[src/rtl/lsu_mem_ctrl_if.sv]
// Bus bundle for the load/store unit: pipeline-side access handshake plus the
// request/grant/response channel to data memory.
// master = the LSU itself, slave = its environment (pipeline + memory).
interface lsu_mem_ctrl_if #(
    parameter int ADDR_W = 14
);
    // Pipeline side
    logic              core_valid;
    logic              core_ready;
    logic              core_we;
    logic [2:0]        func3;
    logic [ADDR_W-1:0] core_addr;
    logic [31:0]       core_wdata;
    logic              core_done;
    logic              core_err;
    logic [31:0]       core_rdata;

    // Memory side
    logic              mem_req;
    logic              mem_we;
    logic [3:0]        mem_be;
    logic [ADDR_W-3:0] mem_addr;
    logic [31:0]       mem_wdata;
    logic              mem_gnt;
    logic              mem_rvalid;
    logic [31:0]       mem_rdata;

    modport master (
        input  core_valid, core_we, func3, core_addr, core_wdata,
        input  mem_gnt, mem_rvalid, mem_rdata,
        output core_ready, core_done, core_err, core_rdata,
        output mem_req, mem_we, mem_be, mem_addr, mem_wdata
    );

    modport slave (
        output core_valid, core_we, func3, core_addr, core_wdata,
        output mem_gnt, mem_rvalid, mem_rdata,
        input  core_ready, core_done, core_err, core_rdata,
        input  mem_req, mem_we, mem_be, mem_addr, mem_wdata
    );
endinterface

[src/rtl/lsu_mem_ctrl.sv]
// rv32i load/store unit: one access in flight, registered request/grant/
// response to data memory with wait states, byte-lane steering, load
// extension and error reporting (illegal func3, misalignment, timeout).
module lsu_mem_ctrl #(
    parameter int ADDR_W  = 14,
    parameter int TIMEOUT = 0,
    parameter int TO_W    = 8
) (
    input  logic            clk,
    input  logic            rst_n,
    lsu_mem_ctrl_if.master  bus
);

    typedef enum logic [1:0] {S_IDLE, S_REQ, S_WAIT, S_DONE} state_t;

    localparam bit            TO_EN   = (TIMEOUT != 0);
    localparam logic [TO_W-1:0] TO_LAST = TO_EN ? TO_W'(TIMEOUT - 1) : '0;

    state_t            r_state;
    logic              r_we;
    logic [2:0]        r_f3;
    logic [1:0]        r_off;
    logic [TO_W-1:0]   r_cnt;

    logic              r_done;
    logic              r_err;
    logic [31:0]       r_rdata;
    logic              r_mem_req;
    logic              r_mem_we;
    logic [3:0]        r_mem_be;
    logic [ADDR_W-3:0] r_mem_addr;
    logic [31:0]       r_mem_wdata;

    logic              w_legal;
    logic              w_aligned;
    logic [3:0]        w_be;
    logic [31:0]       w_wdata;
    logic [7:0]        w_byte;
    logic [15:0]       w_half;
    logic [31:0]       w_ldata;
    logic              w_expire;

    // Decode the incoming access: legality, alignment, lane enables, store data
    always_comb begin
        w_legal   = 1'b0;
        w_aligned = 1'b1;
        w_be      = 4'b1111;
        w_wdata   = bus.core_wdata;
        case (bus.func3)
            3'b000, 3'b001, 3'b010: w_legal = 1'b1;
            3'b100, 3'b101:         w_legal = ~bus.core_we;  // LBU/LHU have no store twin
            default:                w_legal = 1'b0;
        endcase
        case (bus.func3[1:0])
            2'b00: begin
                w_be    = 4'b0001 << bus.core_addr[1:0];
                w_wdata = {4{bus.core_wdata[7:0]}};
            end
            2'b01: begin
                w_aligned = ~bus.core_addr[0];
                w_be      = 4'b0011 << bus.core_addr[1:0];
                w_wdata   = {2{bus.core_wdata[15:0]}};
            end
            default: begin
                w_aligned = (bus.core_addr[1:0] == 2'b00);
                w_be      = 4'b1111;
                w_wdata   = bus.core_wdata;
            end
        endcase
    end

    // Pick the addressed lane out of the returned word and extend it
    always_comb begin
        w_byte = 8'h00;
        case (r_off)
            2'd0:    w_byte = bus.mem_rdata[7:0];
            2'd1:    w_byte = bus.mem_rdata[15:8];
            2'd2:    w_byte = bus.mem_rdata[23:16];
            default: w_byte = bus.mem_rdata[31:24];
        endcase
        w_half = r_off[1] ? bus.mem_rdata[31:16] : bus.mem_rdata[15:0];
        case (r_f3)
            3'b000:  w_ldata = {{24{w_byte[7]}}, w_byte};
            3'b100:  w_ldata = {24'h000000, w_byte};
            3'b001:  w_ldata = {{16{w_half[15]}}, w_half};
            3'b101:  w_ldata = {16'h0000, w_half};
            default: w_ldata = bus.mem_rdata;
        endcase
    end

    // Last permitted REQ/WAIT cycle; a gnt/rvalid in this same cycle still wins
    assign w_expire = TO_EN && (r_cnt == TO_LAST);

    // Access sequencer: all core/memory outputs are registered here
    always_ff @(posedge clk or negedge rst_n) begin
        if (!rst_n) begin
            r_state     <= S_IDLE;
            r_we        <= 1'b0;
            r_f3        <= 3'b000;
            r_off       <= 2'b00;
            r_cnt       <= '0;
            r_done      <= 1'b0;
            r_err       <= 1'b0;
            r_rdata     <= 32'h0;
            r_mem_req   <= 1'b0;
            r_mem_we    <= 1'b0;
            r_mem_be    <= 4'b0000;
            r_mem_addr  <= '0;
            r_mem_wdata <= 32'h0;
        end else begin
            case (r_state)
                S_IDLE: begin
                    if (bus.core_valid) begin
                        r_we  <= bus.core_we;
                        r_f3  <= bus.func3;
                        r_off <= bus.core_addr[1:0];
                        r_cnt <= '0;
                        if (w_legal && w_aligned) begin
                            r_state     <= S_REQ;
                            r_mem_req   <= 1'b1;
                            r_mem_we    <= bus.core_we;
                            r_mem_be    <= w_be;
                            r_mem_addr  <= bus.core_addr[ADDR_W-1:2];
                            r_mem_wdata <= w_wdata;
                        end else begin
                            // Rejected before touching memory
                            r_state <= S_DONE;
                            r_done  <= 1'b1;
                            r_err   <= 1'b1;
                            r_rdata <= 32'h0;
                        end
                    end
                end
                S_REQ: begin
                    r_cnt <= r_cnt + 1'b1;
                    if (bus.mem_gnt) begin
                        r_mem_req <= 1'b0;
                        if (r_we) begin
                            r_state <= S_DONE;
                            r_done  <= 1'b1;
                            r_err   <= 1'b0;
                            r_rdata <= 32'h0;
                        end else begin
                            r_state <= S_WAIT;
                        end
                    end else if (w_expire) begin
                        r_mem_req <= 1'b0;
                        r_state   <= S_DONE;
                        r_done    <= 1'b1;
                        r_err     <= 1'b1;
                        r_rdata   <= 32'h0;
                    end
                end
                S_WAIT: begin
                    r_cnt <= r_cnt + 1'b1;
                    if (bus.mem_rvalid) begin
                        r_state <= S_DONE;
                        r_done  <= 1'b1;
                        r_err   <= 1'b0;
                        r_rdata <= w_ldata;
                    end else if (w_expire) begin
                        r_state <= S_DONE;
                        r_done  <= 1'b1;
                        r_err   <= 1'b1;
                        r_rdata <= 32'h0;
                    end
                end
                S_DONE: begin
                    // core_rdata is left alone so it holds until the next completion
                    r_state <= S_IDLE;
                    r_done  <= 1'b0;
                    r_err   <= 1'b0;
                end
                default: r_state <= S_IDLE;
            endcase
        end
    end

    assign bus.core_ready = (r_state == S_IDLE);
    assign bus.core_done  = r_done;
    assign bus.core_err   = r_err;
    assign bus.core_rdata = r_rdata;
    assign bus.mem_req    = r_mem_req;
    assign bus.mem_we     = r_mem_we;
    assign bus.mem_be     = r_mem_be;
    assign bus.mem_addr   = r_mem_addr;
    assign bus.mem_wdata  = r_mem_wdata;

endmodule
[src/flat_wrapper.sv]
// flat-port wrapper written by rule: the top's interface ports become plain ports
module lsu_mem_ctrl_flat 
#(
    parameter int ADDR_W  = 14,
    parameter int TIMEOUT = 0,
    parameter int TO_W    = 8
)
  (clk, rst_n, bus_core_valid, bus_core_we, bus_func3, bus_core_addr, bus_core_wdata, bus_mem_gnt, bus_mem_rvalid, bus_mem_rdata, bus_core_ready, bus_core_done, bus_core_err, bus_core_rdata, bus_mem_req, bus_mem_we, bus_mem_be, bus_mem_addr, bus_mem_wdata);
  lsu_mem_ctrl_if #(.ADDR_W(ADDR_W)) bus_i ();
  input  logic clk;
  input  logic rst_n;
  input wire logic [$bits(bus_i.core_valid)-1:0] bus_core_valid;
  input wire logic [$bits(bus_i.core_we)-1:0] bus_core_we;
  input wire logic [$bits(bus_i.func3)-1:0] bus_func3;
  input wire logic [$bits(bus_i.core_addr)-1:0] bus_core_addr;
  input wire logic [$bits(bus_i.core_wdata)-1:0] bus_core_wdata;
  input wire logic [$bits(bus_i.mem_gnt)-1:0] bus_mem_gnt;
  input wire logic [$bits(bus_i.mem_rvalid)-1:0] bus_mem_rvalid;
  input wire logic [$bits(bus_i.mem_rdata)-1:0] bus_mem_rdata;
  output wire logic [$bits(bus_i.core_ready)-1:0] bus_core_ready;
  output wire logic [$bits(bus_i.core_done)-1:0] bus_core_done;
  output wire logic [$bits(bus_i.core_err)-1:0] bus_core_err;
  output wire logic [$bits(bus_i.core_rdata)-1:0] bus_core_rdata;
  output wire logic [$bits(bus_i.mem_req)-1:0] bus_mem_req;
  output wire logic [$bits(bus_i.mem_we)-1:0] bus_mem_we;
  output wire logic [$bits(bus_i.mem_be)-1:0] bus_mem_be;
  output wire logic [$bits(bus_i.mem_addr)-1:0] bus_mem_addr;
  output wire logic [$bits(bus_i.mem_wdata)-1:0] bus_mem_wdata;
  assign bus_i.core_valid = bus_core_valid;
  assign bus_i.core_we = bus_core_we;
  assign bus_i.func3 = bus_func3;
  assign bus_i.core_addr = bus_core_addr;
  assign bus_i.core_wdata = bus_core_wdata;
  assign bus_i.mem_gnt = bus_mem_gnt;
  assign bus_i.mem_rvalid = bus_mem_rvalid;
  assign bus_i.mem_rdata = bus_mem_rdata;
  assign bus_core_ready = bus_i.core_ready;
  assign bus_core_done = bus_i.core_done;
  assign bus_core_err = bus_i.core_err;
  assign bus_core_rdata = bus_i.core_rdata;
  assign bus_mem_req = bus_i.mem_req;
  assign bus_mem_we = bus_i.mem_we;
  assign bus_mem_be = bus_i.mem_be;
  assign bus_mem_addr = bus_i.mem_addr;
  assign bus_mem_wdata = bus_i.mem_wdata;
  lsu_mem_ctrl #(.ADDR_W(ADDR_W), .TIMEOUT(TIMEOUT), .TO_W(TO_W)) u_core (.clk(clk), .rst_n(rst_n), .bus(bus_i));
endmodule
[config.mk]
export PLATFORM = sky130hd
export DESIGN_NAME = lsu_mem_ctrl_flat
export DESIGN_NICKNAME = d
export VERILOG_FILES = /design/src/rtl/lsu_mem_ctrl_if.sv /design/src/rtl/lsu_mem_ctrl.sv /design/src/flat_wrapper.sv
export SDC_FILE = /design/constraint.sdc
export NUM_CORES = 1
export LEC_CHECK = 0
export ABC_AREA = 1
export BUFFER_PORTS_ARGS = -buffer_cell sky130_fd_sc_hd__clkbuf_2
export CORE_UTILIZATION = 50
export CTS_BUF_LIST = sky130_fd_sc_hd__clkbuf_8
export DETAILED_ROUTE_END_ITERATION = 10
export PLACE_DENSITY = 0.79
export SLEW_MARGIN = 5
export SYNTH_ARGS = -nofsm -noshare
export SYNTH_HDL_FRONTEND = slang
export SYNTH_SLANG_ARGS = --single-unit
[constraint.sdc]
create_clock -name clk -period 1.8 [get_ports clk]
set_input_delay 0.36 -clock clk [delete_from_list [all_inputs] [get_ports clk]]
set_output_delay 0.36 -clock clk [all_outputs]
set_load 0.1 [all_outputs]
# Yosys cells after proc, flatten, opt, wreduce, memory -nomap -nowiden
# Cells that the tools add are included.
totals:
  register_bits: 92
  rom_bits: 0
  out_inout_bits: 85
  latch_bits: 0
  n_memories: 0
  ramBits: 0
  in_bits: 87
  elab_cells: 85
op_classes:
  bitwise_logic: 2
  shifts: 2
  n_mul: 0
  addsub: 0
  n_lt_le_gt_ge: 0
  n_eq_ne: 19
  mux: 33
  n_reduce_logical: 17
  div_mod_pow: 0
op_table:
  columns: ["cell", "count"]
  rows:
  - ["2-to-1 mux 32 bit", 5]
  - ["case mux 32 bit (4 select lines)", 1]
  - ["case mux 32 bit (3 select lines)", 1]
  - ["case mux 32 bit (2 select lines)", 1]
  - ["case mux 8 bit (3 select lines)", 1]
  - ["2-to-1 mux 16 bit", 1]
  - ["== test 3 bit, second input constant", 4]
  - ["2-to-1 mux 1 bit", 12]
  - ["logical NOT 2 bit", 4]
  - ["2-to-1 mux 2 bit", 4]
  - ["!= test 2 bit, second input constant", 4]
  - ["case mux 1 bit (4 select lines)", 2]
  - ["case mux 2 bit (4 select lines)", 1]
  - ["case mux 4 bit (2 select lines)", 1]
  - ["== test 2 x 1 -> 1 bit, second input constant", 3]
  - ["== test 2 bit, second input constant", 3]
  - ["== test 3 x 1 -> 1 bit, second input constant", 2]
  - ["logical NOT 3 bit", 2]
  - ["case mux 1 bit (2 select lines)", 3]
  - ["AND reduction 3 bit", 2]
  - ["AND reduction 6 bit", 1]
  - ["AND reduction 5 bit", 1]
  - ["!= test 2 x 1 -> 1 bit, second input constant", 2]
  - ["AND reduction 4 bit", 1]
  - ["10 further kinds", 11]

# Logic depth before layout (Yosys ltp)
logic_depth:
  word_depth: 7
  mapped_depth: 11
  mapped_depth_nobuf: 10

# Least setup slack after synthesis
# OpenSTA, ideal clock, no wires.
synth_timing:
  kind: "register to register"
  start: "register u_core.r_state[0]"
  end: "register u_core.r_rdata[0] (netlist: u_core.bus.core_rdata[0])"
  setup_slack_ns: -0.599
  arrival_ns: 2.279
  setup_time_ns: 0.120
  t_required_ns: 1.680
  n_path_buf: 1
  path_stages_with_launch: 10
  synth_period_minus_slack_ns: 2.399
  cell_sequence: "dfrtp_1 > inv_1 > ha_1 > nand2_2 > and2_4 > nor2_4 > nand3_2 > buf_2 > nand2_1 > nand2_1"
synth_between:
  elab_chain_cells: 3
  elab_cells_between_ends: 11
  cone_classes: "eq/ne (7); mux (1); reduce/logical (3)"
synth_rtl:
  columns: ["element", "line_no", "text"]
  rows:
  - ["start: declaration", "lsu_mem_ctrl.sv:19", "state_t r_state;"]
  - ["start signal: assignment", "lsu_mem_ctrl.sv:97", "r_state <= S_IDLE;"]
  - ["start signal: assignment", "lsu_mem_ctrl.sv:119", "r_state <= S_REQ;"]
  - ["start signal: assignment", "lsu_mem_ctrl.sv:127", "r_state <= S_DONE;"]
  - ["logical NOT 2 bit (*)", null, null]
  - ["net bus_core_ready", "flat_wrapper.sv:20", "output wire logic [$bits(bus_i.core_ready)-1:0] bus_core_ready;"]
  - ["!= test 2 bit (no line) or nonzero test 3 bit (tied branches)", null, null]
  - ["AND reduction 6 bit (no line)", null, null]
  - ["end signal: assignment", "lsu_mem_ctrl.sv:160", "r_rdata <= w_ldata;"]
  - ["end: declaration", "lsu_mem_ctrl.sv:27", "logic [31:0] r_rdata;"]
# The timed path passes the listed nets; every way through them passes the cells marked *.
# A chain may end at the register's enable or synchronous reset.

# Final worst setup path
layout_timing:
  start: "register u_core.r_state[1]"
  end: "register u_core.r_rdata[23] (netlist: u_core.bus.core_rdata[23])"
layout_between:
  elab_chain_cells: 3
  elab_cells_between_ends: 11
  cone_classes: "eq/ne (7); mux (1); reduce/logical (3)"
layout_rtl:
  columns: ["element", "line_no", "text"]
  rows:
  - ["== test 2 x 1 -> 1 bit, or another cell as far along", "lsu_mem_ctrl.sv:111", "case (r_state)"]
  - ["!= test 2 x 1 -> 1 bit (no line), or another cell as far along", null, null]
  - ["AND reduction 6 bit (no line)", null, null]
# Parallel ways exist; a longest one is shown, timed or not.

==> results.yml <==
grt:
  grt_pass1_vias: 4603
  grt_first_pass_wirelength_mm: 21.85
  grt_max_degree: 42
  antenna_found_initial: 0
  grt_use_total_pct: 27.70
  gr-total-overflow: 0
sta:
  finClkSkew_ns: 0.02153
  fin_crit_sh_pct: 96.88
  max_freq_mhz: 573.4
  maxSlewViolCount: 0
  hold_viol: 0
  rsz0062_at_grt: "yes"
  hold-worst-slack_ns: 0.1955
  relSlewSlack_pct: 43.15
  post-route-min-period_ns: 1.744
  worstMarginPinSlew_ns: 0.8496
  setup_viol: 0
  setup_slack_ns: 0.05610
yosys:
  syn-mean-instance-area_um2: 7.345
  ys_types: 28
  yosysWarnings: 0
  synth_seq_cells: 92
  syn_nets: 755
  synthesis.area_um2: 4877
  synth_seq_area_share_pct: 47.20
  syn_inst: 664
clocking:
  cts.sinks: 92
  root_buffer: "clkbuf_8"
  htreeDepth: 3
  cts_tree: "done"
  cts_buffer_depth: 2
  clk_latency_ns: 0.37
  cts_inserted_buffers: 9
  clk_pin_slew_ns: 0.10
detailed_routing:
  dr.pass1.iters: 4
  met3WireLength_mm: 1.180
  met1Wirelength_mm: 5.579
  via_count: 5012
  drt_first_iter_violations: 179
  wl_met2_mm: 6.800
  top_layer: "met4"
  drc: 0
  vias_per_cell: 5.162
  totalWireLength_mm: 13.89
  wire_per_inst_um: 14.31
  antenna_left: 0
finish:
  fin_area_um2: 6301
  mostFrequentLayoutCells: "nand2_1 (259), clkbuf_2 (169), dfrtp_1 (92)"
  area_growth_pct: 29.19
  drive_above_1_share_pct: 29.45
  num_antenna_cells: 0
  final_common_cell: "nand2_1"
  final_net_count: 928
  fillers: 821
  final_core_util_pct: 67.55
run:
  max_cap_viol_count: 0
floorplanning:
  rows: 35
  io-pin-count: 172
  die_w_um: 100.8
  core_um2: 9328
  die_h_um: 100.8
  die_area_um2: 10150
  initial_core_util_pct: 52.29
placement:
  io_buffers: 171
  dp_slack_ns: 0.03128
  gp_congestion: 0.9119
  place_area_um2: 5923
  hpwlAfterDp_mm: 10.04
critical_path:
  critPathArrivalTime_ns: 2.05
  crit_fanout: 8
  cp.required_ns: 2.11
  slowest_stage: "dfrtp_1"
  r2r_slack_ns: 0.06
  cpPeakStageDelay_ns: 0.42
  crit_chain: "inv_2, ha_4, nand2_2, and2_4, nor2_4, nand2_2, nor2_4, clkbuf_16, nand3_2, nand2_1"
  r2r-start: "u_core.r_state[1]$_DFFE_PN0P_"
  start_kind: "flop"
  crit_type: "flop to flop"
  ff2ff_path_depth: 10
  worstSetupEndpointType: "flop"
  rr_endpoint: "u_core.bus.core_rdata[23]$_DFFE_PN0P_"
hold_path:
  min_from: "bus_core_addr[12]"
  min_to: "u_core.bus.mem_addr[10]$_DFFE_PN0P_"
  hold_class: "input port to flop"
  min_path_cells: 3
run_status:
  status: "complete, no violations"
[critical path: cells and delay by family (launching register included)]
| family | cells | cell delay, ns |
|---|---|---|
| buffers and inverters | 2 | 0.35 |
| flip-flops | 1 | 0.42 |
| AND/OR/NAND/NOR | 7 | 0.74 |
| adder cells (fa/ha/maj) | 1 | 0.19 |
[metrics by stage]
step | std cells | setup TNS (ns)
floorplan | 664 | 0
detailed placement | 946 | 0
CTS | 963 | 0
global route | 971 | -0.3593
global placement | 946 | 0
finish | 971 | 0
[logic make-up (layout without fill, tap and decap cells)]
logic type | Yosys count | after routing | synth area share, %
AOI/OAI and AO/OA | 122 | 122 | 13.47
adders and majority gates | 4 | 4 | 1.026
buffers and inverters | 83 | 261 | 7.824
DFF | 92 | 92 | 47.20
muxes | 1 | 1 | 0.2309
and+or+nand+nor | 362 | 362 | 30.25
[how the worst max path moves through the flow]
| stage | from | endpoint | cells after the start |
|---|---|---|---|
| global placement | u_core.r_state[1]$_DFFE_PN0P_ | u_core.bus.core_rdata[10]$_DFFE_PN0P_ | 10 |
| detailed placement | u_core.r_state[0]$_DFFE_PN0P_ | u_core.bus.core_rdata[17]$_DFFE_PN0P_ | 11 |
| global route | u_core.r_state[1]$_DFFE_PN0P_ | u_core.bus.core_rdata[23]$_DFFE_PN0P_ | 10 |
| floorplan | u_core.r_state[1]$_DFFE_PN0P_ | u_core.bus.core_rdata[0]$_DFFE_PN0P_ | 9 |
| CTS | u_core.r_state[0]$_DFFE_PN0P_ | u_core.bus.core_rdata[17]$_DFFE_PN0P_ | 11 |
| finish | u_core.r_state[1]$_DFFE_PN0P_ | u_core.bus.core_rdata[23]$_DFFE_PN0P_ | 10 |
[Yosys cell counts]
| library cell | count | area [um2] |
|---|---|---|
| o21a_1 | 8 | 60.06 |
| a21oi_1 | 17 | 85.08 |
| o21ai_0 | 86 | 430.4 |
| buf_6 | 6 | 67.56 |
| dfrtp_1 | 92 | 2302 |
| buf_4 | 3 | 22.52 |
| o21ai_1 | 1 | 5.000 |
| mux2_2 | 1 | 11.26 |
| clkbuf_1 | 16 | 60.06 |
| nand3_1 | 30 | 150.1 |
| inv_2 | 2 | 7.510 |
| nor2_1 | 55 | 206.5 |
| clkinv_1 | 1 | 3.750 |
| buf_1 | 1 | 3.750 |
| nor2_4 | 2 | 22.52 |
| a21oi_2 | 1 | 8.760 |
| nand3_4 | 2 | 35.03 |
| buf_2 | 10 | 50.05 |
| nand3b_1 | 2 | 15.01 |
| nand3_2 | 1 | 10.01 |
| and2_4 | 1 | 8.760 |
| ha_1 | 4 | 50.05 |
| nor2_2 | 3 | 18.77 |
| o211ai_1 | 9 | 67.56 |
| nand2_2 | 4 | 25.02 |
| inv_1 | 43 | 161.4 |
| clkinv_2 | 1 | 5.000 |
| nand2_1 | 262 | 983.4 |
[routing by layer]
layer,vias up,track usage (%)
li1,2440,-
met1,2307,34.93
met2,241,47.68
met3,24,5.964
met4,0,8.473
met5,-,0
[sequential cells by signal, indices dropped and copies added (netlist names)]
register,count
u_core.bus.mem_req,1
u_core.bus.mem_be,4
u_core.r_off,2
u_core.r_state,2
u_core.bus.mem_wdata,32
u_core.r_we,1
u_core.bus.core_done,1
u_core.bus.core_rdata,32
u_core.bus.core_err,1
u_core.bus.mem_we,1
u_core.bus.mem_addr,12
u_core.r_f3,3
[layout make-up]
cell class	count	area [um2]	area share [%]
Inverter	47	177.7	2.820
Clock inverter	6	70.07	1.112
Sequential cell	92	2302	36.54
Timing Repair Buffer	198	1175	18.65
Clock buffer	10	137.6	2.184
Tap cell	129	161.4	2.562
Multi-Input combinational cell	489	2277	36.14
[what timing repair did]
| item | CTS | global route |
|---|---|---|
| hold endpoints to repair | 22 | 0 |
| buffers inserted | 0 | 6 |
| gates resized for setup | 0 | 18 |
| endpoints found under the setup margin | 0 | 35 |
| hold buffers | 1 | 0 |
Power is not shown: default switching activity piles up to over one toggle a cycle in this logic, so the estimate is an artifact.
